**src/rtl/fir_serial_mac_pkg.sv**
```systemverilog
// Shared definitions for the serial-MAC FIR filter: FSM encoding, accumulator
// width, rounding constant and output saturation limits.
package fir_pkg;

   typedef enum logic [1:0] {
      ST_IDLE  = 2'd0,
      ST_MAC   = 2'd1,
      ST_DRAIN = 2'd2,
      ST_OUT   = 2'd3
   } fir_state_e;

   localparam int ADDR_W       = 6;
   localparam int FIR_ACC_W    = 40;
   localparam int FRAC_BITS    = 15;
   localparam int RND_CONST    = 1 << 14;
   localparam int SAT_MAX      = 32767;
   localparam int SAT_MIN      = -32768;
   // Two pipeline stages (tap read, product) trail the last coefficient address.
   localparam int DRAIN_CYCLES = 2;

endpackage

```
**src/rtl/fir_serial_mac_if.sv**
```systemverilog
// Sample stream, coefficient ROM port and result stream of fir_serial_mac.
interface fir_serial_mac_if #(
   parameter int DATA_W = 16,
   parameter int COEF_W = 16
);
   import fir_pkg::*;

   // A sample transfers on a rising edge where in_valid and in_ready are both
   // high; in_valid while in_ready is low is dropped, never queued. out_valid is
   // a one-cycle pulse marking a new filter_out, with no backpressure.
   logic signed [DATA_W-1:0] filter_in;
   logic                     in_valid;
   logic                     in_ready;
   logic [ADDR_W-1:0]        coef_addr;
   logic signed [COEF_W-1:0] coef_data;
   logic signed [DATA_W-1:0] filter_out;
   logic                     out_valid;
   fir_state_e               dbg_state;

   modport slave (
      input  filter_in, in_valid, coef_data,
      output in_ready, coef_addr, filter_out, out_valid, dbg_state
   );

   modport master (
      output filter_in, in_valid, coef_data,
      input  in_ready, coef_addr, filter_out, out_valid, dbg_state
   );

endinterface

```
**src/rtl/fir_sample_buffer.sv**
```systemverilog
// Circular delay line: one synchronous write port, one combinational read port.
// Every entry clears on reset so unwritten history reads as zero.
module fir_sample_buffer #(
   parameter int NTAPS  = 61,
   parameter int DATA_W = 16,
   parameter int AW     = 6
) (
   input  logic                     clk,
   input  logic                     reset,
   input  logic                     wr_en,
   input  logic [AW-1:0]            wr_addr,
   input  logic signed [DATA_W-1:0] wr_data,
   input  logic [AW-1:0]            rd_addr,
   output logic signed [DATA_W-1:0] rd_data
);

   logic signed [DATA_W-1:0] mem_q [NTAPS];
   logic signed [DATA_W-1:0] mem_d [NTAPS];

   always_comb begin
      mem_d = mem_q;
      if (wr_en) mem_d[wr_addr] = wr_data;
   end

   always_ff @(posedge clk or posedge reset) begin
      if (reset) begin
         for (int i = 0; i < NTAPS; i++) mem_q[i] <= '0;
      end else begin
         mem_q <= mem_d;
      end
   end

   assign rd_data = mem_q[rd_addr];

endmodule

```
**src/rtl/fir_serial_mac.sv**
```systemverilog
// Single-multiplier FIR: one tap per cycle against an external coefficient ROM
// with one cycle of read latency, rounded and saturated to DATA_W.
module fir_serial_mac
   import fir_pkg::*;
#(
   parameter int NTAPS  = 61,
   parameter int DATA_W = 16,
   parameter int COEF_W = 16,
   parameter int ACC_W  = FIR_ACC_W
) (
   input  logic          clk,
   input  logic          reset,
   fir_serial_mac_if.slave bus
);

   localparam int PROD_W = COEF_W + DATA_W;
   localparam logic [ADDR_W-1:0] LAST_TAP   = ADDR_W'(NTAPS - 1);
   localparam logic [ADDR_W-1:0] LAST_DRAIN = ADDR_W'(DRAIN_CYCLES - 1);

   fir_state_e               state_q, state_d;
   logic [ADDR_W-1:0]        k_q, k_d;
   logic [ADDR_W-1:0]        wr_ptr_q, wr_ptr_d;
   logic signed [DATA_W-1:0] x_q, x_d;
   logic                     tap_v_q, tap_v_d;
   logic signed [PROD_W-1:0] prod_q, prod_d;
   logic                     prod_v_q, prod_v_d;
   logic signed [ACC_W-1:0]  acc_q, acc_d;
   logic signed [DATA_W-1:0] filter_out_q, filter_out_d;
   logic                     out_valid_q, out_valid_d;

   logic                     accept;
   logic [ADDR_W-1:0]        rd_idx;
   logic signed [DATA_W-1:0] rd_data;
   logic signed [ACC_W-1:0]  rnd_sum, shifted;
   logic signed [DATA_W-1:0] sat_val;

   fir_sample_buffer #(
      .NTAPS (NTAPS),
      .DATA_W(DATA_W),
      .AW    (ADDR_W)
   ) u_buf (
      .clk    (clk),
      .reset  (reset),
      .wr_en  (accept),
      .wr_addr(wr_ptr_q),
      .wr_data(bus.filter_in),
      .rd_addr(rd_idx),
      .rd_data(rd_data)
   );

   // wr_ptr_q points at the newest sample until OUT, so x[n-k] sits at wr_ptr-k.
   always_comb begin
      if (wr_ptr_q >= k_q) rd_idx = wr_ptr_q - k_q;
      else                 rd_idx = wr_ptr_q + ADDR_W'(NTAPS) - k_q;
   end

   always_comb begin
      state_d  = state_q;
      k_d      = k_q;
      wr_ptr_d = wr_ptr_q;
      accept   = 1'b0;
      case (state_q)
         ST_IDLE: begin
            if (bus.in_valid) begin
               accept  = 1'b1;
               state_d = ST_MAC;
               k_d     = '0;
            end
         end
         ST_MAC: begin
            if (k_q == LAST_TAP) begin
               state_d = ST_DRAIN;
               k_d     = '0;
            end else begin
               k_d = k_q + 1'b1;
            end
         end
         ST_DRAIN: begin
            if (k_q == LAST_DRAIN) begin
               state_d = ST_OUT;
               k_d     = '0;
            end else begin
               k_d = k_q + 1'b1;
            end
         end
         ST_OUT: begin
            state_d  = ST_IDLE;
            wr_ptr_d = (wr_ptr_q == LAST_TAP) ? '0 : wr_ptr_q + 1'b1;
         end
         default: state_d = ST_IDLE;
      endcase
   end

   // Pipeline: tap read aligns with the ROM latency, then multiply, then accumulate.
   always_comb begin
      x_d      = rd_data;
      tap_v_d  = (state_q == ST_MAC);
      prod_d   = PROD_W'(bus.coef_data) * PROD_W'(x_q);
      prod_v_d = tap_v_q;
      if (accept)        acc_d = '0;
      else if (prod_v_q) acc_d = acc_q + ACC_W'(prod_q);
      else               acc_d = acc_q;
   end

   always_comb begin
      rnd_sum = acc_q + ACC_W'(RND_CONST);
      shifted = rnd_sum >>> FRAC_BITS;
      if (shifted > ACC_W'(SAT_MAX))      sat_val = DATA_W'(SAT_MAX);
      else if (shifted < ACC_W'(SAT_MIN)) sat_val = DATA_W'(SAT_MIN);
      else                                sat_val = shifted[DATA_W-1:0];
      filter_out_d = filter_out_q;
      out_valid_d  = 1'b0;
      if (state_q == ST_OUT) begin
         filter_out_d = sat_val;
         out_valid_d  = 1'b1;
      end
   end

   always_ff @(posedge clk or posedge reset) begin
      if (reset) begin
         state_q      <= ST_IDLE;
         k_q          <= '0;
         wr_ptr_q     <= '0;
         x_q          <= '0;
         tap_v_q      <= 1'b0;
         prod_q       <= '0;
         prod_v_q     <= 1'b0;
         acc_q        <= '0;
         filter_out_q <= '0;
         out_valid_q  <= 1'b0;
      end else begin
         state_q      <= state_d;
         k_q          <= k_d;
         wr_ptr_q     <= wr_ptr_d;
         x_q          <= x_d;
         tap_v_q      <= tap_v_d;
         prod_q       <= prod_d;
         prod_v_q     <= prod_v_d;
         acc_q        <= acc_d;
         filter_out_q <= filter_out_d;
         out_valid_q  <= out_valid_d;
      end
   end

   assign bus.in_ready   = (state_q == ST_IDLE);
   assign bus.coef_addr  = (state_q == ST_MAC) ? k_q : '0;
   assign bus.filter_out = filter_out_q;
   assign bus.out_valid  = out_valid_q;
   assign bus.dbg_state  = state_q;

endmodule

```
**src/flat_wrapper.sv**
```systemverilog
// flat-port wrapper written by rule: the top's interface ports become plain ports
module fir_serial_mac_flat import fir_pkg::*;
#(
   parameter int NTAPS  = 61,
   parameter int DATA_W = 16,
   parameter int COEF_W = 16,
   parameter int ACC_W  = FIR_ACC_W
)
  (clk, reset, bus_filter_in, bus_in_valid, bus_coef_data, bus_in_ready, bus_coef_addr, bus_filter_out, bus_out_valid, bus_dbg_state);
  fir_serial_mac_if #(.DATA_W(DATA_W), .COEF_W(COEF_W)) bus_i ();
  input  logic clk;
  input  logic reset;
  input wire logic [$bits(bus_i.filter_in)-1:0] bus_filter_in;
  input wire logic [$bits(bus_i.in_valid)-1:0] bus_in_valid;
  input wire logic [$bits(bus_i.coef_data)-1:0] bus_coef_data;
  output wire logic [$bits(bus_i.in_ready)-1:0] bus_in_ready;
  output wire logic [$bits(bus_i.coef_addr)-1:0] bus_coef_addr;
  output wire logic [$bits(bus_i.filter_out)-1:0] bus_filter_out;
  output wire logic [$bits(bus_i.out_valid)-1:0] bus_out_valid;
  output wire logic [$bits(bus_i.dbg_state)-1:0] bus_dbg_state;
  assign bus_i.filter_in = bus_filter_in;
  assign bus_i.in_valid = bus_in_valid;
  assign bus_i.coef_data = bus_coef_data;
  assign bus_in_ready = bus_i.in_ready;
  assign bus_coef_addr = bus_i.coef_addr;
  assign bus_filter_out = bus_i.filter_out;
  assign bus_out_valid = bus_i.out_valid;
  assign bus_dbg_state = bus_i.dbg_state;
  fir_serial_mac #(.NTAPS(NTAPS), .DATA_W(DATA_W), .COEF_W(COEF_W), .ACC_W(ACC_W)) u_core (.clk(clk), .reset(reset), .bus(bus_i));
endmodule
```
**config.mk**
```make
export PLATFORM = sky130hd
export DESIGN_NAME = fir_serial_mac_flat
export DESIGN_NICKNAME = d
export VERILOG_FILES = /design/src/rtl/fir_serial_mac_pkg.sv /design/src/rtl/fir_serial_mac_if.sv /design/src/rtl/fir_sample_buffer.sv /design/src/rtl/fir_serial_mac.sv /design/src/flat_wrapper.sv
export SDC_FILE = /design/constraint.sdc
export NUM_CORES = 2
export LEC_CHECK = 0
export BUFFER_PORTS_ARGS = -buffer_cell sky130_fd_sc_hd__clkbuf_2
export CAP_MARGIN = 10
export CORE_MARGIN = 2
export CORE_UTILIZATION = 35
export DETAILED_ROUTE_END_ITERATION = 10
export HOLD_SLACK_MARGIN = 0.1
export PLACE_DENSITY = 0.5
export SYNTH_ARGS = -nofsm -noshare
export SYNTH_HDL_FRONTEND = slang
export SYNTH_SLANG_ARGS = --single-unit
```
**constraint.sdc**
```tcl
create_clock -name clk -period 109 [get_ports clk]
set_input_delay 10.9 -clock clk [delete_from_list [all_inputs] [get_ports clk]]
set_output_delay 10.9 -clock clk [all_outputs]
set_load 0.05 [all_outputs]
```
==> flow_metrics.env <==
export IMPL_post_synth_edffs=0
export IMPL_synth_flop_cell="dfrtp_1"
export IMPL_num_cts_buffers=130
export IMPL_globalRouteOverflowTotal=0
export IMPL_io_pins=61
export IMPL_reg2reg_setup_slack_ns=102.20
export IMPL_clock_latency_ns=0.79
export IMPL_synth_lib_cells_used_distinct=83
export IMPL_fin_setup_tns_ns=0
export IMPL_layout_filler_cells=17049
export IMPL_routed_wl_mm=185
export IMPL_area_growth_pct=11.8
export IMPL_numClockSinks=1097
export IMPL_via_density=5.51
export IMPL_syn_mean_instance_area_sq_um=11.9
export IMPL_core_sq_um=176000
export IMPL_pin_count_of_the_biggest_net_entering_global_routing=177
export IMPL_drt_antenna_violating_nets=0
export IMPL_multiInputGateArea_sq_um=32000
export IMPL_first_global_vias=43281
export IMPL_finish_cell_count_without_fillers=7594
export IMPL_run_status="finished clean"
export IMPL_groute_usage_overall_pct=20.4
export IMPL_cts_hold_fix_buffers=0
export IMPL_initial_drc_count=2624
export IMPL_maxCapViolCount=0
export IMPL_setup_viol_count_final=0
export IMPL_hold_slack_ns=0.346
export IMPL_maxSlewViolCount=0
export IMPL_asyncSetResetFlopFracSynth_pct=100
export IMPL_top_area_cells_in_the_synthesized_netlist="dfrtp_1 (44%), mux2_2 (18%), fa_1 (8.5%)"
export IMPL_detailroute_via_count=41862
export IMPL_synthDominantAreaCellType="dfrtp_1"
export IMPL_combinationalPowerShare_pct=2.2
export IMPL_slew_limit_headroom_pct=9.74
export IMPL_power_ir_vdd_worst_v=0.0000162
export IMPL_worstPathArrival_ns=16.79
export IMPL_finalWorstPathRequiredPeriod_ns=16.19
export IMPL_p_leak_nw=34.8
export IMPL_switching_share_pct=23.3
export IMPL_die_w_um=425
export IMPL_synth_ff_latch_count=1097
export IMPL_full_die_area_sq_um=181000
export IMPL_place_detailed_hpwl_mm=115
export IMPL_antenna_found_initial=2
export IMPL_post_cts_resized=0
export IMPL_post_synth_top_area_fraction_pct=44.2
export IMPL_clock_root_buffer="clkbuf_16"
export IMPL_layout_drive_gt1_share_pct=27.3
export IMPL_share_seq_of_total_power_pct=46.4
export IMPL_worst_pin_slew_ns=1.34
export IMPL_clock_skew_ns=0.0549
export IMPL_floorplan_die_height_um=425
export IMPL_cp_required_ns=109.60
export IMPL_ctsLongestPathBuffers=3
export IMPL_net_count_of_the_mapped_netlist=5678
export IMPL_wire_length_of_the_first_global_routing_pass_mm=282
export IMPL_finalWeightedCongestion=0.821
export IMPL_num_rows=154
export IMPL_synth_yosys_seq_area_share_pct=44.2
export IMPL_synth_cells=5232
export IMPL_netlist_area_before_placement_sq_um=62100
export IMPL_critical_path_class="in -> reg"
export IMPL_rsz0062_at_grt="no"
export IMPL_cts_htree_levels=4
export IMPL_timing_final_hold_violations=0
export IMPL_timing_critical_path_to_type="flip-flop"
export IMPL_internal_power_mw=0.674
export IMPL_post_synth_top_count_cell="dfrtp_1"
export IMPL_post_place_cells=7360
export IMPL_drc_errors=0
export IMPL_area_sequential_sq_um=27500
export IMPL_report_power_total_mw=0.879
export IMPL_cts_setup_buffers=0
export IMPL_pwr_per_cell_area_nw_per_um2=12.6
export IMPL_crit_fanout=16
export IMPL_synth_yosys_warnings=0
export IMPL_final_nets=5598
export IMPL_clock_transition_at_the_registers_of_the_reported_paths_ns=0.05
export IMPL_drtPass1Iterations=8
export IMPL_starting_density_pct=35.2
export IMPL_post_route_util_pct=39.4
export IMPL_tritoncts="built"
export IMPL_clkPwrFrac_pct=51.5
export IMPL_placement_io_buffers=60
export IMPL_synth_top_cells_by_count="dfrtp_1 (1097), mux2_2 (979), inv_1 (343)"
export IMPL_worstSetupStartpointType="primary input"
export IMPL_highest_clock_frequency_the_design_can_meet_mhz=61.8
export IMPL_post_drt_wl_per_cell_um=24.3
export IMPL_finalCritPeriodShare_pct=14.9
export IMPL_hold_class="reg -> reg"
export IMPL_net_switching_mw=0.205
==> worst max-delay path, stage by stage <==
cell,delay (ns)
clkbuf_2,0.33
nand2_1,0.14
fa_1,0.56
inv_1,0.05
fa_1,0.50
inv_1,0.05
fa_1,0.53
inv_1,0.05
fa_1,0.38
fa_1,0.51
inv_1,0.05
fa_1,0.49
inv_1,0.05
ha_1,0.34
or3_1,0.43
a311o_1,0.41
o211ai_1,0.23
a31oi_1,0.21
a211o_1,0.31
a21oi_1,0.17
xnor2_1,0.08
==> layer usage <==
| layer | track usage (%) | vias to the layer above | share of wire (%) |
|---|---|---|---|
| met3 | 2.82 | 272 | 3.9 |
| met2 | 33.8 | 832 | 48 |
| met5 | 0 | - | 0 |
| met4 | 6.54 | 0 | 3.0 |
| met1 | 27.6 | 22185 | 45 |
| li1 | - | 18573 | - |
==> state kept, by name, indices dropped and copies added (netlist names) <==
register and count:
u_core.bus.filter_out 16, u_core.bus.out_valid 1, u_core.x_q 16, u_core.prod_v_d 1, u_core.k_q 6, u_core.u_buf.mem_q 976
u_core.acc_q 40, u_core.bus.dbg_state 2, u_core.prod_v_q 1, u_core.prod_q 32, u_core.wr_ptr_q 6
==> final timing paths <==
check                                   start                   endpoint  cells past startpoint
setup / recovery             bus_coef_data[7]          u_core.prod_q[31]                     21
hold / removal                u_core.prod_v_d            u_core.prod_v_q                      0
setup reg to reg           u_core.wr_ptr_q[0]              u_core.x_q[5]                     13
hold reg to reg               u_core.prod_v_d            u_core.prod_v_q                      0
max in group asynchronous               reset    u_core.u_buf.mem_q[664]                      5
min in group asynchronous               reset  u_core.bus.filter_out[13]                      2
==> power groups by stage <==
stage / clock (mW) / sequential, mW / combinational, mW
finish: 0.452 / 0.407 / 0.0189
global route: 0.481 / 0.407 / 0.0213
CTS: 0.464 / 0.407 / 0.0196
detailed placement: 0 / 0.415 / 0.0196
global placement: 0 / 0.415 / 0.0194
floorplan: 0 / 0.416 / 0.0103
==> layout by cell type, fill, tap and decap left out, types with 130 or more instances in the layout <==
cell,instances
mux2i_1,264
dfrtp_1,1096
nand2_1,253
fa_1,265
mux2_2,978
nor2_1,141
inv_1,342
clkbuf_16,130
and2_1,138
ha_1,144
o22ai_1,261
==> per-stage QoR <==
stage	area [sq um]	setup slack [ns]
floorplan	62100	67.21
global placement	64900	92.09
detailed placement	64900	92.08
CTS	69500	92.86
global route	69500	92.49
finish	69500	92.81
==> cell families after synthesis <==
logic type / share of synthesized area [%]
AOI/OAI and AO/OA: 10.6
xor gates and xnor gates: 1.13
and+or+nand+nor: 5.86
muxes: 22.1
adders and majority gates: 11.5
buffers and inverters: 4.62
DFF: 44.2
==> cell type report <==
cell class | count | area share [%]
Multi-Input combinational cell | 3401 | 46.0
Sequential cell | 1097 | 39.5
Clock buffer | 193 | 5.53
Tap cell | 2340 | 4.22
Inverter | 350 | 1.90
Timing Repair Buffer | 172 | 1.77
Clock inverter | 40 | 1.01
Antenna cell | 1 | 0.00360
Power figures use the tool's default switching activity.
